[config.mk]
export PLATFORM = sky130hd
export DESIGN_NAME = dmem_responder
export DESIGN_NICKNAME = d
export VERILOG_FILES = /design/src/rtl/dmem_responder.sv
export SDC_FILE = /design/constraint.sdc
export NUM_CORES = 1
export LEC_CHECK = 0
export BUFFER_PORTS_ARGS = -buffer_cell sky130_fd_sc_hd__buf_2
export CAP_MARGIN = 30
export CORE_ASPECT_RATIO = 2
export CORE_MARGIN = 4
export CORE_UTILIZATION = 51
export DETAILED_ROUTE_END_ITERATION = 12
export PLACE_DENSITY_LB_ADDON = 0.12
export REMOVE_ABC_BUFFERS = 1
export SLEW_MARGIN = 0
export SYNTH_ARGS = -nofsm -noshare
export SYNTH_HDL_FRONTEND = slang
export SYNTH_SLANG_ARGS = --single-unit
[constraint.sdc]
create_clock -name clk -period 7.7 [get_ports clk]
set_input_delay 1.155 -clock clk [delete_from_list [all_inputs] [get_ports clk]]
set_output_delay 1.155 -clock clk [all_outputs]
set_load 0.1 [all_outputs]
[src/rtl/dmem_responder.sv]
`default_nettype none
// ----------------------------------------------------------------------------
// dmem_responder: MEM-stage load/store responder driving a 64-bit req/ack bus.
// Rev 1.0
// ----------------------------------------------------------------------------
module dmem_responder #(
  parameter int ADDR_W  = 32,
  parameter int TIMEOUT = 255
) (
  input  logic              clk,
  input  logic              rst,
  input  logic              mem_valid,
  input  logic              mem_we,
  input  logic [2:0]        mem_funct3,
  input  logic [ADDR_W-1:0] mem_addr,
  input  logic [63:0]       mem_wdata,
  output logic              mmu_data_ready,
  output logic [63:0]       mmu_rdata,
  output logic [1:0]        mmu_fault,
  output logic              bus_req,
  output logic              bus_we,
  output logic [ADDR_W-1:0] bus_addr,
  output logic [63:0]       bus_wdata,
  output logic [7:0]        bus_wstrb,
  input  logic              bus_ack,
  input  logic [63:0]       bus_rdata
);

  // Counter holds the number of BUS cycles already spent, 0..TIMEOUT-1.
  localparam int               CNT_W    = (TIMEOUT < 2) ? 1 : $clog2(TIMEOUT);
  localparam logic [CNT_W-1:0] CNT_LAST = CNT_W'(TIMEOUT - 1);

  localparam logic [1:0] S_IDLE = 2'd0;
  localparam logic [1:0] S_BUS  = 2'd1;
  localparam logic [1:0] S_DONE = 2'd2;

  logic [1:0]        state_q, state_d;
  logic              we_q, we_d;
  logic [2:0]        funct3_q, funct3_d;
  logic [2:0]        lane_q, lane_d;
  logic [CNT_W-1:0]  cnt_q, cnt_d;
  logic              bus_req_q, bus_req_d;
  logic              bus_we_q, bus_we_d;
  logic [ADDR_W-1:0] bus_addr_q, bus_addr_d;
  logic [63:0]       bus_wdata_q, bus_wdata_d;
  logic [7:0]        bus_wstrb_q, bus_wstrb_d;
  logic              ready_q, ready_d;
  logic [63:0]       rdata_q, rdata_d;
  logic [1:0]        fault_q, fault_d;

  logic [2:0]        lane_mask;
  logic [7:0]        strb_base;
  logic [63:0]       data_mask;
  logic              req_bad;
  logic              timeout_hit;
  logic [63:0]       rd_shift;
  logic [63:0]       load_data;

  // Size decode of the incoming request; lane_mask flags address bits that must be zero.
  always_comb begin
    lane_mask = 3'b000;
    strb_base = 8'h01;
    data_mask = 64'h0000_0000_0000_00FF;
    case (mem_funct3[1:0])
      2'd0: begin lane_mask = 3'b000; strb_base = 8'h01; data_mask = 64'h0000_0000_0000_00FF; end
      2'd1: begin lane_mask = 3'b001; strb_base = 8'h03; data_mask = 64'h0000_0000_0000_FFFF; end
      2'd2: begin lane_mask = 3'b011; strb_base = 8'h0F; data_mask = 64'h0000_0000_FFFF_FFFF; end
      2'd3: begin lane_mask = 3'b111; strb_base = 8'hFF; data_mask = 64'hFFFF_FFFF_FFFF_FFFF; end
      default: ;
    endcase
    req_bad = ((mem_addr[2:0] & lane_mask) != 3'b000) || (mem_funct3 == 3'b111) ||
              (mem_funct3[2] && mem_we);
  end

  always_comb begin
    rd_shift = bus_rdata >> {lane_q, 3'b000};
    case (funct3_q)
      3'b000:  load_data = {{56{rd_shift[7]}},  rd_shift[7:0]};
      3'b001:  load_data = {{48{rd_shift[15]}}, rd_shift[15:0]};
      3'b010:  load_data = {{32{rd_shift[31]}}, rd_shift[31:0]};
      3'b100:  load_data = {56'd0, rd_shift[7:0]};
      3'b101:  load_data = {48'd0, rd_shift[15:0]};
      3'b110:  load_data = {32'd0, rd_shift[31:0]};
      default: load_data = rd_shift;
    endcase
  end

  assign timeout_hit = (cnt_q == CNT_LAST);

  // State register
  always_ff @(posedge clk or posedge rst) begin
    if (rst) state_q <= S_IDLE;
    else     state_q <= state_d;
  end

  // Next-state logic
  always_comb begin
    state_d = state_q;
    case (state_q)
      S_IDLE:  if (mem_valid) state_d = req_bad ? S_DONE : S_BUS;
      S_BUS:   if (bus_ack || timeout_hit) state_d = S_DONE;
      S_DONE:  state_d = S_IDLE;
      default: state_d = S_IDLE;
    endcase
  end

  // Output / datapath logic feeding the registered outputs
  always_comb begin
    we_d        = we_q;
    funct3_d    = funct3_q;
    lane_d      = lane_q;
    cnt_d       = cnt_q;
    bus_req_d   = bus_req_q;
    bus_we_d    = bus_we_q;
    bus_addr_d  = bus_addr_q;
    bus_wdata_d = bus_wdata_q;
    bus_wstrb_d = bus_wstrb_q;
    ready_d     = 1'b0;
    rdata_d     = 64'd0;
    fault_d     = 2'b00;
    case (state_q)
      S_IDLE: begin
        if (mem_valid) begin
          we_d     = mem_we;
          funct3_d = mem_funct3;
          lane_d   = mem_addr[2:0];
          cnt_d    = '0;
          if (req_bad) begin
            ready_d = 1'b1;
            fault_d = 2'b01;
          end else begin
            bus_req_d   = 1'b1;
            bus_we_d    = mem_we;
            bus_addr_d  = {mem_addr[ADDR_W-1:3], 3'b000};
            bus_wdata_d = mem_we ? ((mem_wdata & data_mask) << {mem_addr[2:0], 3'b000}) : 64'd0;
            bus_wstrb_d = mem_we ? (strb_base << mem_addr[2:0]) : 8'd0;
          end
        end
      end
      S_BUS: begin
        cnt_d = cnt_q + CNT_W'(1);
        if (bus_ack || timeout_hit) begin
          bus_req_d   = 1'b0;
          bus_we_d    = 1'b0;
          bus_addr_d  = '0;
          bus_wdata_d = 64'd0;
          bus_wstrb_d = 8'd0;
          ready_d     = 1'b1;
          // A same-cycle ack beats the timeout.
          if (bus_ack) rdata_d = we_q ? 64'd0 : load_data;
          else         fault_d = 2'b10;
        end
      end
      default: ;
    endcase
  end

  always_ff @(posedge clk or posedge rst) begin
    if (rst) begin
      we_q        <= 1'b0;
      funct3_q    <= 3'b000;
      lane_q      <= 3'b000;
      cnt_q       <= '0;
      bus_req_q   <= 1'b0;
      bus_we_q    <= 1'b0;
      bus_addr_q  <= '0;
      bus_wdata_q <= 64'd0;
      bus_wstrb_q <= 8'd0;
      ready_q     <= 1'b0;
      rdata_q     <= 64'd0;
      fault_q     <= 2'b00;
    end else begin
      we_q        <= we_d;
      funct3_q    <= funct3_d;
      lane_q      <= lane_d;
      cnt_q       <= cnt_d;
      bus_req_q   <= bus_req_d;
      bus_we_q    <= bus_we_d;
      bus_addr_q  <= bus_addr_d;
      bus_wdata_q <= bus_wdata_d;
      bus_wstrb_q <= bus_wstrb_d;
      ready_q     <= ready_d;
      rdata_q     <= rdata_d;
      fault_q     <= fault_d;
    end
  end

  assign mmu_data_ready = ready_q;
  assign mmu_rdata      = rdata_q;
  assign mmu_fault      = fault_q;
  assign bus_req        = bus_req_q;
  assign bus_we         = bus_we_q;
  assign bus_addr       = bus_addr_q;
  assign bus_wdata      = bus_wdata_q;
  assign bus_wstrb      = bus_wstrb_q;

endmodule
`default_nettype wire

==> impl_metrics.py <==
metrics = {
    "min_path": {
        "min_path_type": "reg -> reg",
        "min_path_cells": 1,
    },
    "yosys": {
        "yosys.area.top_type": "dfrtp_1",
        "yosysUniqueCellTypes": 63,
        "syn-cell-area_mm2": 0.0102,
        "synth-edff-count": 0,
        "synthArstFlopShare_pct": 100,
        "syn_inst": 1089,
        "synthFlopType": "dfrtp_1",
        "ys_ff_latch": 187,
        "yosys_warnings": 0,
        "netlist.area_leader.share_pct": 45.7,
        "synth.avg_cell_area_um2": 9.41,
        "yosysSeqAreaShare_pct": 45.7,
        "synth_area_leaders": "dfrtp_1, mux2i_1, nand2_1",
    },
    "power": {
        "power_density_mw_per_mm2": 330,
        "leakage_nw": 6.41,
        "power.total_mw": 4.16,
        "ir_drop_mv": 0.228,
    },
    "timing": {
        "hold_viol_final": 0,
        "timing.fmax_ghz": 0.287,
        "finalSetupTns_ps": 0,
        "tightest_slew_ps": 992,
        "slew_headroom_pct": 33.9,
        "fin_worst_skew_ps": 9.50,
        "fin_crit_sh_pct": 45.3,
        "rsz0062_at_grt": "no",
        "setup_viol_count_final": 0,
        "final.min_clock_period_ps": 3490,
        "drv_slew": 0,
    },
    "global_routing": {
        "grt_max_degree": 115,
        "grt_overflow": 0,
        "grt_usage_pct": 31.2,
        "grt_pass1_wl_um": 53900,
        "antenna_found_initial": 1,
        "grt_pass1_vias": 9923,
    },
    "clocking": {
        "clockRootBuffer": "clkbuf_16",
        "postCtsResizedCells": 0,
        "cts_inserted_buffers": 17,
        "cts.sinks": 187,
        "post-cts-setup-buffers": 0,
        "clkTransAtPathRegs_ps": 70,
        "clock_path_buffers": 2,
        "cts_tree": "yes",
        "postCtsHoldBufs": 0,
        "h-tree-depth": 4,
        "clk_latency_ps": 450,
    },
    "final_layout": {
        "nets": 1531,
        "layout_commonest_cell": "buf_2",
        "final_cell_mix": "buf_2, dfrtp_1, nand2_1",
        "area_delta_synth_final_pct": 22.7,
        "antenna_cells": 0,
        "drive_above_1_share_pct": 32.7,
    },
    "floorplan": {
        "start_util_pct": 51.7,
        "ioPinCount": 341,
        "num_rows": 73,
        "core-area_mm2": 0.0198,
        "die_y_um": 208,
        "die_area_mm2": 0.0226,
        "dieWidth_um": 108,
    },
    "setup_path": {
        "startpoint_type": "input port",
        "crit_required_ps": 8080,
        "rr_worst_depth": 5,
        "setup.worst_path.end_class": "flip-flop",
        "criticalPathCategory": "in -> reg",
        "crit_path_max_fanout": 43,
        "worstPathArrival_ps": 3860,
    },
    "drt": {
        "drt_first_iter_violations": 524,
        "vias_per_cell": 5.92,
        "vias": 9689,
        "wl_um": 35100,
        "drc": 0,
        "ant_nets": 0,
        "wire_per_inst_um": 21.5,
        "dr.pass1.iters": 7,
    },
    "flow_run": {
        "maxCapViolCount": 0,
    },
    "placement": {
        "place.gp.congestion": 0.919,
        "post-dp-hpwl_um": 25600,
        "port-buffer-count": 337,
    },
    "status": {
        "status": "completed",
    },
}
## per-stage QoR
| stage | cells | utilization [%] | instance area, µm² | hold WS, ps | setup slack (ps) |
|---|---|---|---|---|---|
| 3_5_place_dp | 1604 | 60.4 | 12000 | 460 | 3790 |
| 6_report | 1636 | 63.5 | 12600 | 473 | 4210 |
| 3_3_place_gp | 1603 | 60.3 | 11900 | 456 | 3840 |
| 5_1_grt | 1636 | 63.5 | 12600 | 496 | 3960 |
| 2_1_floorplan | 993 | - | 9820 | 442 | 1460 |
| 4_1_cts | 1636 | 63.5 | 12600 | 480 | 4250 |
## sequential cells by signal, indices dropped and copies added, names as in the netlist
signal,count
we_q,1
bus_wstrb,8
bus_req,1
lane_q,3
mmu_data_ready,1
state_q,2
mmu_fault,2
bus_we,1
bus_addr,29
funct3_q,3
mmu_rdata,64
cnt_q,8
bus_wdata,64
## final cells by class
| type | instances | area [µm²] |
|---|---|---|
| repair buffers | 349 | 1780 |
| well taps | 262 | 328 |
| clock buffers | 20 | 457 |
| inverters | 14 | 60.1 |
| flip-flops and latches | 187 | 4680 |
| fillers | 1836 | 7240 |
| multi-input cells | 792 | 5110 |
| clock inverters | 12 | 161 |
## metal layers
metal	vias to the layer above	part of all wire (%)	GRT usage, %
met5	-	0.023	0
met1	4705	34	33.4
met3	104	7.8	7.73
met4	2	4.8	15.8
li1	4433	-	-
met2	445	53	55.6
## power by group
| part | internal [mW] | switching, mW |
|---|---|---|
| Clock | 0.532 | 0.402 |
| Combinational | 0.440 | 1.51 |
| Sequential | 1.12 | 0.145 |
## worst max-delay path, stage by stage
cell,delay [ps]
buf_2,440
a21oi_1,190
o221a_2,540
a21oi_4,710
buf_4,550
nand2_1,120
o21ai_0,90
## worst paths after layout
path                                from       endpoint  slack (ps)
max                        mem_funct3[1]   bus_wstrb[2]        4210
min                         bus_wstrb[0]   bus_wstrb[0]         470
max reg2reg                    lane_q[0]  mmu_rdata[38]        4550
min reg2reg                 bus_wstrb[0]   bus_wstrb[0]         470
max in group asynchronous            rst      lane_q[0]        5270
min in group asynchronous            rst   mmu_rdata[2]         820
## cell usage after synthesis (4+ instances only)
library cell  number
a211oi_1          11
a21o_1             9
a21oi_1           78
a21oi_2           10
a22o_1            38
a22oi_1           17
a2bb2oi_1          5
and2_1             7
and3_1             6
buf_1             16
buf_2             17
buf_4              4
buf_6              4
clkbuf_1          57
dfrtp_1          187
inv_1             11
mux2_1             4
mux2_2            29
mux2i_1           65
mux4_2            15
nand2_1          173
nand2b_1          13
nand3_1           16
nor2_1            69
nor2b_1           15
o211ai_1           4
o21ai_0          107
o221ai_1           5
o22a_1            10
o22ai_1           31
o2bb2ai_1          4
o31ai_1            4
## logic make-up after synthesis
group                    count (synthesis)  synth area share, %
adder cells (fa/ha/maj)                  2                0.244
AND/OR/NAND/NOR                        319                 13.6
multiplexers                           116                 13.7
flip-flops                             187                 45.7
XOR/XNOR                                 6                0.513
buffers and inverters                  112                 4.75
AO/OA/AOI/OAI                          346                 21.5
other                                    1               0.0366
(Power assumes the default switching activity.)
